$ cat config.mk
export PLATFORM = sky130hd
export DESIGN_NAME = matrix_scan_capture
export DESIGN_NICKNAME = d
export VERILOG_FILES = /design/src/rtl/matrix_scan_capture.sv
export SDC_FILE = /design/constraint.sdc
export NUM_CORES = 1
export LEC_CHECK = 0
export CAP_MARGIN = 10
export CORE_ASPECT_RATIO = 0.6
export CORE_MARGIN = 5
export CORE_UTILIZATION = 40
export DETAILED_ROUTE_END_ITERATION = 16
export RECOVER_POWER = 25
export REMOVE_ABC_BUFFERS = 1
export SYNTH_ARGS = -nofsm -noshare
export SYNTH_HDL_FRONTEND = slang
export SYNTH_SLANG_ARGS = --single-unit
$ cat constraint.sdc
create_clock -name i_clk -period 7.05 [get_ports i_clk]
set_input_delay 2.115 -clock i_clk [delete_from_list [all_inputs] [get_ports i_clk]]
set_output_delay 2.115 -clock i_clk [all_outputs]
set_load 0.005 [all_outputs]
$ cat src/rtl/matrix_scan_capture.sv
// matrix_scan_capture
//   Receive-side monitor for an 8x8 LED matrix scan. Samples the one-hot row
//   strobe and column bus, rebuilds each scanned frame in a shadow buffer and
//   publishes it only when every row has arrived in order. It reports
//   published frames, content changes and scan-ordering errors.
//
// Ports
//   i_clk, i_rst      clock, synchronous active-high reset
//   i_scan_valid      row/column are sampled only when high
//   i_row             one-hot row strobe, bit 0 is the first row of a frame
//   i_column          column data for the strobed row
//   i_rd_row          read-port row index
//   o_rd_column       published row i_rd_row, one cycle of latency
//   o_frame_flat      published frame, row r at [r*COLS +: COLS]
//   o_frame_done      pulse: a new frame was published
//   o_frame_changed   pulse with o_frame_done when the frame content differs
//   o_seq_err         pulse: ordering or one-hot violation seen
//   o_locked          high while capturing in step with the scan
//   o_frame_count     published frames since reset (wraps)
//   o_err_count       sequence errors since reset (saturates)
module matrix_scan_capture #(
  parameter int ROWS        = 8,
  parameter int COLS        = 8,
  parameter int FRAME_CNT_W = 16,
  parameter int ERR_CNT_W   = 8,
  localparam int IDX_W      = (ROWS > 1) ? $clog2(ROWS) : 1
) (
  input  logic                   i_clk,
  input  logic                   i_rst,
  input  logic                   i_scan_valid,
  input  logic [ROWS-1:0]        i_row,
  input  logic [COLS-1:0]        i_column,
  input  logic [IDX_W-1:0]       i_rd_row,
  output logic [COLS-1:0]        o_rd_column,
  output logic [ROWS*COLS-1:0]   o_frame_flat,
  output logic                   o_frame_done,
  output logic                   o_frame_changed,
  output logic                   o_seq_err,
  output logic                   o_locked,
  output logic [FRAME_CNT_W-1:0] o_frame_count,
  output logic [ERR_CNT_W-1:0]   o_err_count
);

  typedef enum logic {S_HUNT = 1'b0, S_CAPTURE = 1'b1} state_t;

  state_t                 r_state, w_state_nxt;
  logic [IDX_W-1:0]       r_idx, w_idx_nxt, w_load_idx;
  logic [COLS-1:0]        r_shadow [ROWS];
  logic [COLS-1:0]        r_frame  [ROWS];
  logic [COLS-1:0]        r_rd_column;
  logic                   r_frame_done, r_frame_changed, r_seq_err;
  logic [FRAME_CNT_W-1:0] r_frame_count;
  logic [ERR_CNT_W-1:0]   r_err_count;

  logic                   w_hit, w_row0, w_last;
  logic                   w_load, w_publish, w_err;
  logic [ROWS-1:0]        w_expect;
  logic [ROWS*COLS-1:0]   w_frame_flat, w_new_flat;
  logic [31:0]            w_rd_sel;

  assign w_expect = ROWS'(1) << r_idx;
  assign w_hit    = (i_row == w_expect);
  assign w_row0   = (i_row == ROWS'(1));
  assign w_last   = (r_idx == IDX_W'(ROWS - 1));
  assign w_rd_sel = 32'(i_rd_row);

  // The frame being published is the shadow rows plus the column arriving
  // with the last-row strobe, so it can be compared before it is stored.
  for (genvar g = 0; g < ROWS; g++) begin : g_flat
    assign w_frame_flat[g*COLS +: COLS] = r_frame[g];
    if (g == ROWS - 1) begin : g_last
      assign w_new_flat[g*COLS +: COLS] = i_column;
    end else begin : g_mid
      assign w_new_flat[g*COLS +: COLS] = r_shadow[g];
    end
  end

  always_ff @(posedge i_clk) begin
    if (i_rst) r_state <= S_HUNT;
    else       r_state <= w_state_nxt;
  end

  always_comb begin
    w_state_nxt = r_state;
    if (i_scan_valid) begin
      case (r_state)
        S_HUNT:    if (w_row0) w_state_nxt = S_CAPTURE;
        S_CAPTURE: if (!w_hit && !w_row0) w_state_nxt = S_HUNT;
        default:   w_state_nxt = S_HUNT;
      endcase
    end
  end

  always_comb begin
    w_load     = 1'b0;
    w_load_idx = '0;
    w_publish  = 1'b0;
    w_err      = 1'b0;
    w_idx_nxt  = r_idx;
    if (i_scan_valid) begin
      case (r_state)
        S_HUNT: begin
          // Rows other than row 0 are normal while acquiring; not errors.
          if (w_row0) begin
            w_load    = 1'b1;
            w_idx_nxt = IDX_W'(1);
          end
        end
        S_CAPTURE: begin
          if (w_hit) begin
            w_load     = 1'b1;
            w_load_idx = r_idx;
            if (w_last) begin
              w_publish = 1'b1;
              w_idx_nxt = '0;
            end else begin
              w_idx_nxt = r_idx + 1'b1;
            end
          end else if (w_row0) begin
            // Early row 0: the scan restarted, keep lock and begin anew.
            w_err     = 1'b1;
            w_load    = 1'b1;
            w_idx_nxt = IDX_W'(1);
          end else begin
            w_err     = 1'b1;
            w_idx_nxt = '0;
          end
        end
        default: w_idx_nxt = '0;
      endcase
    end
  end

  always_ff @(posedge i_clk) begin
    if (i_rst) begin
      r_idx           <= '0;
      r_frame_done    <= 1'b0;
      r_frame_changed <= 1'b0;
      r_seq_err       <= 1'b0;
      r_frame_count   <= '0;
      r_err_count     <= '0;
      r_rd_column     <= '0;
      for (int r = 0; r < ROWS; r++) begin
        r_shadow[r] <= '0;
        r_frame[r]  <= '0;
      end
    end else begin
      r_idx           <= w_idx_nxt;
      r_frame_done    <= w_publish;
      r_frame_changed <= w_publish && (w_new_flat != w_frame_flat);
      r_seq_err       <= w_err;
      if (w_load) r_shadow[w_load_idx] <= i_column;
      if (w_publish) begin
        for (int r = 0; r < ROWS; r++) r_frame[r] <= w_new_flat[r*COLS +: COLS];
        r_frame_count <= r_frame_count + 1'b1;
      end
      if (w_err && (r_err_count != '1)) r_err_count <= r_err_count + 1'b1;
      // Reads the pre-publish frame when a publish lands in the same cycle.
      r_rd_column <= (w_rd_sel < ROWS) ? r_frame[i_rd_row] : '0;
    end
  end

  assign o_rd_column     = r_rd_column;
  assign o_frame_flat    = w_frame_flat;
  assign o_frame_done    = r_frame_done;
  assign o_frame_changed = r_frame_changed;
  assign o_seq_err       = r_seq_err;
  assign o_locked        = (r_state == S_CAPTURE);
  assign o_frame_count   = r_frame_count;
  assign o_err_count     = r_err_count;

endmodule

==> results.json <==
{
  "run_status": "complete, but fails checks",
  "failed_checks": "max-capacitance violations, max-slew violations",
  "grt_antenna_before_repair": 1,
  "tightest_hold_check_type": "reg2reg",
  "crit_path_cell_trace": "buf_2 -> clkbuf_1 -> nor2_4 -> and2_1",
  "first_pass_grt_wire_length_um": 32500,
  "synth_top_family_by_area": "simple AND/OR/NAND/NOR gates",
  "cts-resized-gates": 0,
  "xor_xnor_cell_area_share_of_the_yosys_netlist_pct": 9.23,
  "clkSlewWorstSetupHoldPaths_ns": 0.06,
  "antenna_cells": 0,
  "num_vias": 5385,
  "nets": 764,
  "synth-seq-cells": 159,
  "power_density_nw_per_um2": 222,
  "synth.distinct_cells": 45,
  "final_cell_area_sq_um": 9680,
  "numPortBuffers": 121,
  "cp_slowest_stage_delay_ns": 2.21,
  "finish.cell_count_without_fillers": 992,
  "syn_avg_cell_area_sq_um": 12.5,
  "die-area_sq_um": 21900,
  "largest_net_degree_at_the_start_of_global_routing": 60,
  "cp.arrival_ns": 5.67,
  "multi_input_comb_area_sq_um": 3090,
  "routed_wire_length_per_instance_um": 21.9,
  "synthesis.instances": 607,
  "synthTopCellsByCount": "sky130_fd_sc_hd__edfxtp_1, sky130_fd_sc_hd__and2_1, sky130_fd_sc_hd__xor2_1, sky130_fd_sc_hd__dfxtp_1, sky130_fd_sc_hd__nor2_1",
  "placement.cell_area_sq_um": 9130,
  "post_synth_edffs": 120,
  "critPathRequiredTime_ns": 7.22,
  "class_of_the_most_critical_setup_path": "in2reg",
  "numClockSinks": 159,
  "report.final.hold_viol_count": 0,
  "synth_fa_ha_area_share_pct": 1.32,
  "cell_area_after_synthesis_sq_um": 7590,
  "asyncSetResetFlopFracSynth_pct": 0,
  "die_boundary_width_um": 188,
  "synth_simple_gate_area_share_pct": 20.1,
  "drc_errors": 0,
  "area_delta_synth_final_pct": 27.6,
  "floorplan.rows": 39,
  "final.setup_skew_ns": 0.00688,
  "gp_congestion": 0.841,
  "yosys_warnings": 0,
  "final_setup_tns_ns": 0,
  "max-clock-path-buffers": 2,
  "final-seq-area_sq_um": 4380,
  "min_path_cells": 2,
  "drt_first_pass_iters": 7,
  "core-area_sq_um": 18800,
  "routed_wirelength_um": 21700,
  "globalRoute.totalOverflow": 0,
  "first_global_vias": 5267,
  "boundaryPins": 122,
  "synth_compound_gate_area_share_pct": 3.77,
  "starting_utilization_of_the_core_area_pct": 40.3,
  "tritoncts.num_buffers": 17,
  "synthFlopType": "sky130_fd_sc_hd__edfxtp_1",
  "final_critical_path_setup_slack_ns": 1.55,
  "slew-limit-headroom_pct": -110,
  "power_mw": 2.15,
  "maxSlewViolCount": 60,
  "min_period_over_period_pct": 78.0,
  "period_minus_slack_ns": 5.50,
  "worst_path_slowest_cell": "sky130_fd_sc_hd__clkbuf_1",
  "num-fill-cells": 1654,
  "ant_nets": 0,
  "post_route_cells_drive_above_1_share_pct": 9.52,
  "start_kind": "input port",
  "dpl.cell_count": 961,
  "timing.reg2reg.worst_path_depth": 7,
  "final_core_util_pct": 51.4,
  "root_buffer_cell": "sky130_fd_sc_hd__clkbuf_16",
  "drt-initial-drc-count": 465,
  "path_buf_inv": 2,
  "drv.max_cap_violation_count": 1,
  "dp_worst_setup_slack_ns": 1.59,
  "netlist.top_cell.by_area": "sky130_fd_sc_hd__edfxtp_1",
  "fmax_ghz": 0.182,
  "vias_per_cell": 5.43,
  "total_leakage_power_nw": 3.59,
  "yosysTopAreaCellShare_pct": 47.5,
  "cts.repair_timing.setup_buffer_count": 0,
  "track_usage_pct": 20.0,
  "clk-insertion-delay-late_ns": 0.42,
  "post_synth_main_area_contributors": "sky130_fd_sc_hd__edfxtp_1, sky130_fd_sc_hd__dfxtp_1, sky130_fd_sc_hd__and2_1",
  "vdd_drop_max_v": 0.000160,
  "share_of_synthesized_area_spent_on_multiplexers_pct": 6.07,
  "cp_max_fo": 59,
  "whs_ns": 0.503,
  "synthMostInstantiatedCell": "sky130_fd_sc_hd__edfxtp_1",
  "timing_worst_slew_pin_value_ns": 3.14,
  "dp_hpwl_um": 15400,
  "finalSetupViolCount": 0,
  "cts_hold_buf": 0,
  "critPathTopFamily": "buffers and inverters",
  "number_of_h_tree_branching_levels": 4,
  "die-height_um": 117,
  "cts_tree": "built",
  "critical_path_cell_count": 4,
  "rsz0062_at_grt": "no",
  "r2r_setup_slack_ns": 2.97,
  "synth-seq-area-share_pct": 57.8,
  "worst_setup_path_end_kind": "flip-flop"
}
[area by class of cell]
class	count	share of cell area [%]
Clock inverter	12	1.24
Tap cell	246	3.18
Multi-Input combinational cell	414	31.9
Sequential cell	159	45.3
Inverter	9	0.349
Clock buffer	19	4.57
Timing Repair Buffer	133	13.5
[metal layers]
layer  global-route usage [%]  part of all wire [%]
met4                     3.76                  0.56
met5                        0                     0
met3                     4.93                   8.5
met2                     27.7                    40
met1                     31.6                    51
[flip-flops by register name (all words and copies together) (netlist names)]
signal           cells
o_rd_column          8
r_shadow            56
r_idx                3
o_frame_count       16
r_frame             64
o_frame_changed      1
o_frame_done         1
o_seq_err            1
o_err_count          8
o_locked             1
[logic make-up (layout without fill, tap and decap cells)]
| group | Yosys count | count (layout) |
|---|---|---|
| simple gates | 257 | 257 |
| flops | 159 | 159 |
| xor+xnor | 80 | 80 |
| compound gates | 43 | 43 |
| buf+inv | 34 | 173 |
| mux | 26 | 26 |
| fa+ha+maj | 8 | 8 |
[power by group]
part / internal (mW) / switching (mW) / leakage [nW] / total [mW]
logic: 0.0867 / 0.0904 / 1.82 / 0.177
registers: 1.04 / 0.0348 / 1.49 / 1.08
clock network: 0.524 / 0.365 / 0.273 / 0.889
[layout by cell type, fill, tap and decap left out, types with 8 or more instances in the layout]
cell type	instances
sky130_fd_sc_hd__and2_1	107
sky130_fd_sc_hd__nor2_1	26
sky130_fd_sc_hd__and3_1	8
sky130_fd_sc_hd__nor2b_1	17
sky130_fd_sc_hd__dlygate4sd3_1	78
sky130_fd_sc_hd__clkbuf_16	17
sky130_fd_sc_hd__nand3_1	11
sky130_fd_sc_hd__nor3_1	9
sky130_fd_sc_hd__dfxtp_1	39
sky130_fd_sc_hd__ha_1	8
sky130_fd_sc_hd__a21oi_1	16
sky130_fd_sc_hd__clkdlybuf4s50_1	42
sky130_fd_sc_hd__mux4_2	16
sky130_fd_sc_hd__nand2_1	24
sky130_fd_sc_hd__nand4_1	12
sky130_fd_sc_hd__xor2_1	70
sky130_fd_sc_hd__mux2i_1	10
sky130_fd_sc_hd__edfxtp_1	120
sky130_fd_sc_hd__xnor2_1	10
sky130_fd_sc_hd__buf_4	10
sky130_fd_sc_hd__nor4_1	20
sky130_fd_sc_hd__inv_1	9
[path summary, 6_finish.rpt]
kind,startpoint,end
max,i_rst,r_frame[2][4]
min,o_frame_count[10],o_frame_count[10]
max reg2reg,r_idx[1],r_shadow[2][1]
min reg2reg,o_frame_count[10],o_frame_count[10]
[tightest hold or removal path: stages, from the launching register on]
cell and delay, ns:
sky130_fd_sc_hd__dfxtp_1 0.32, sky130_fd_sc_hd__o21ai_0 0.07, sky130_fd_sc_hd__a21oi_1 0.06
Power figures use the tool's default switching activity.
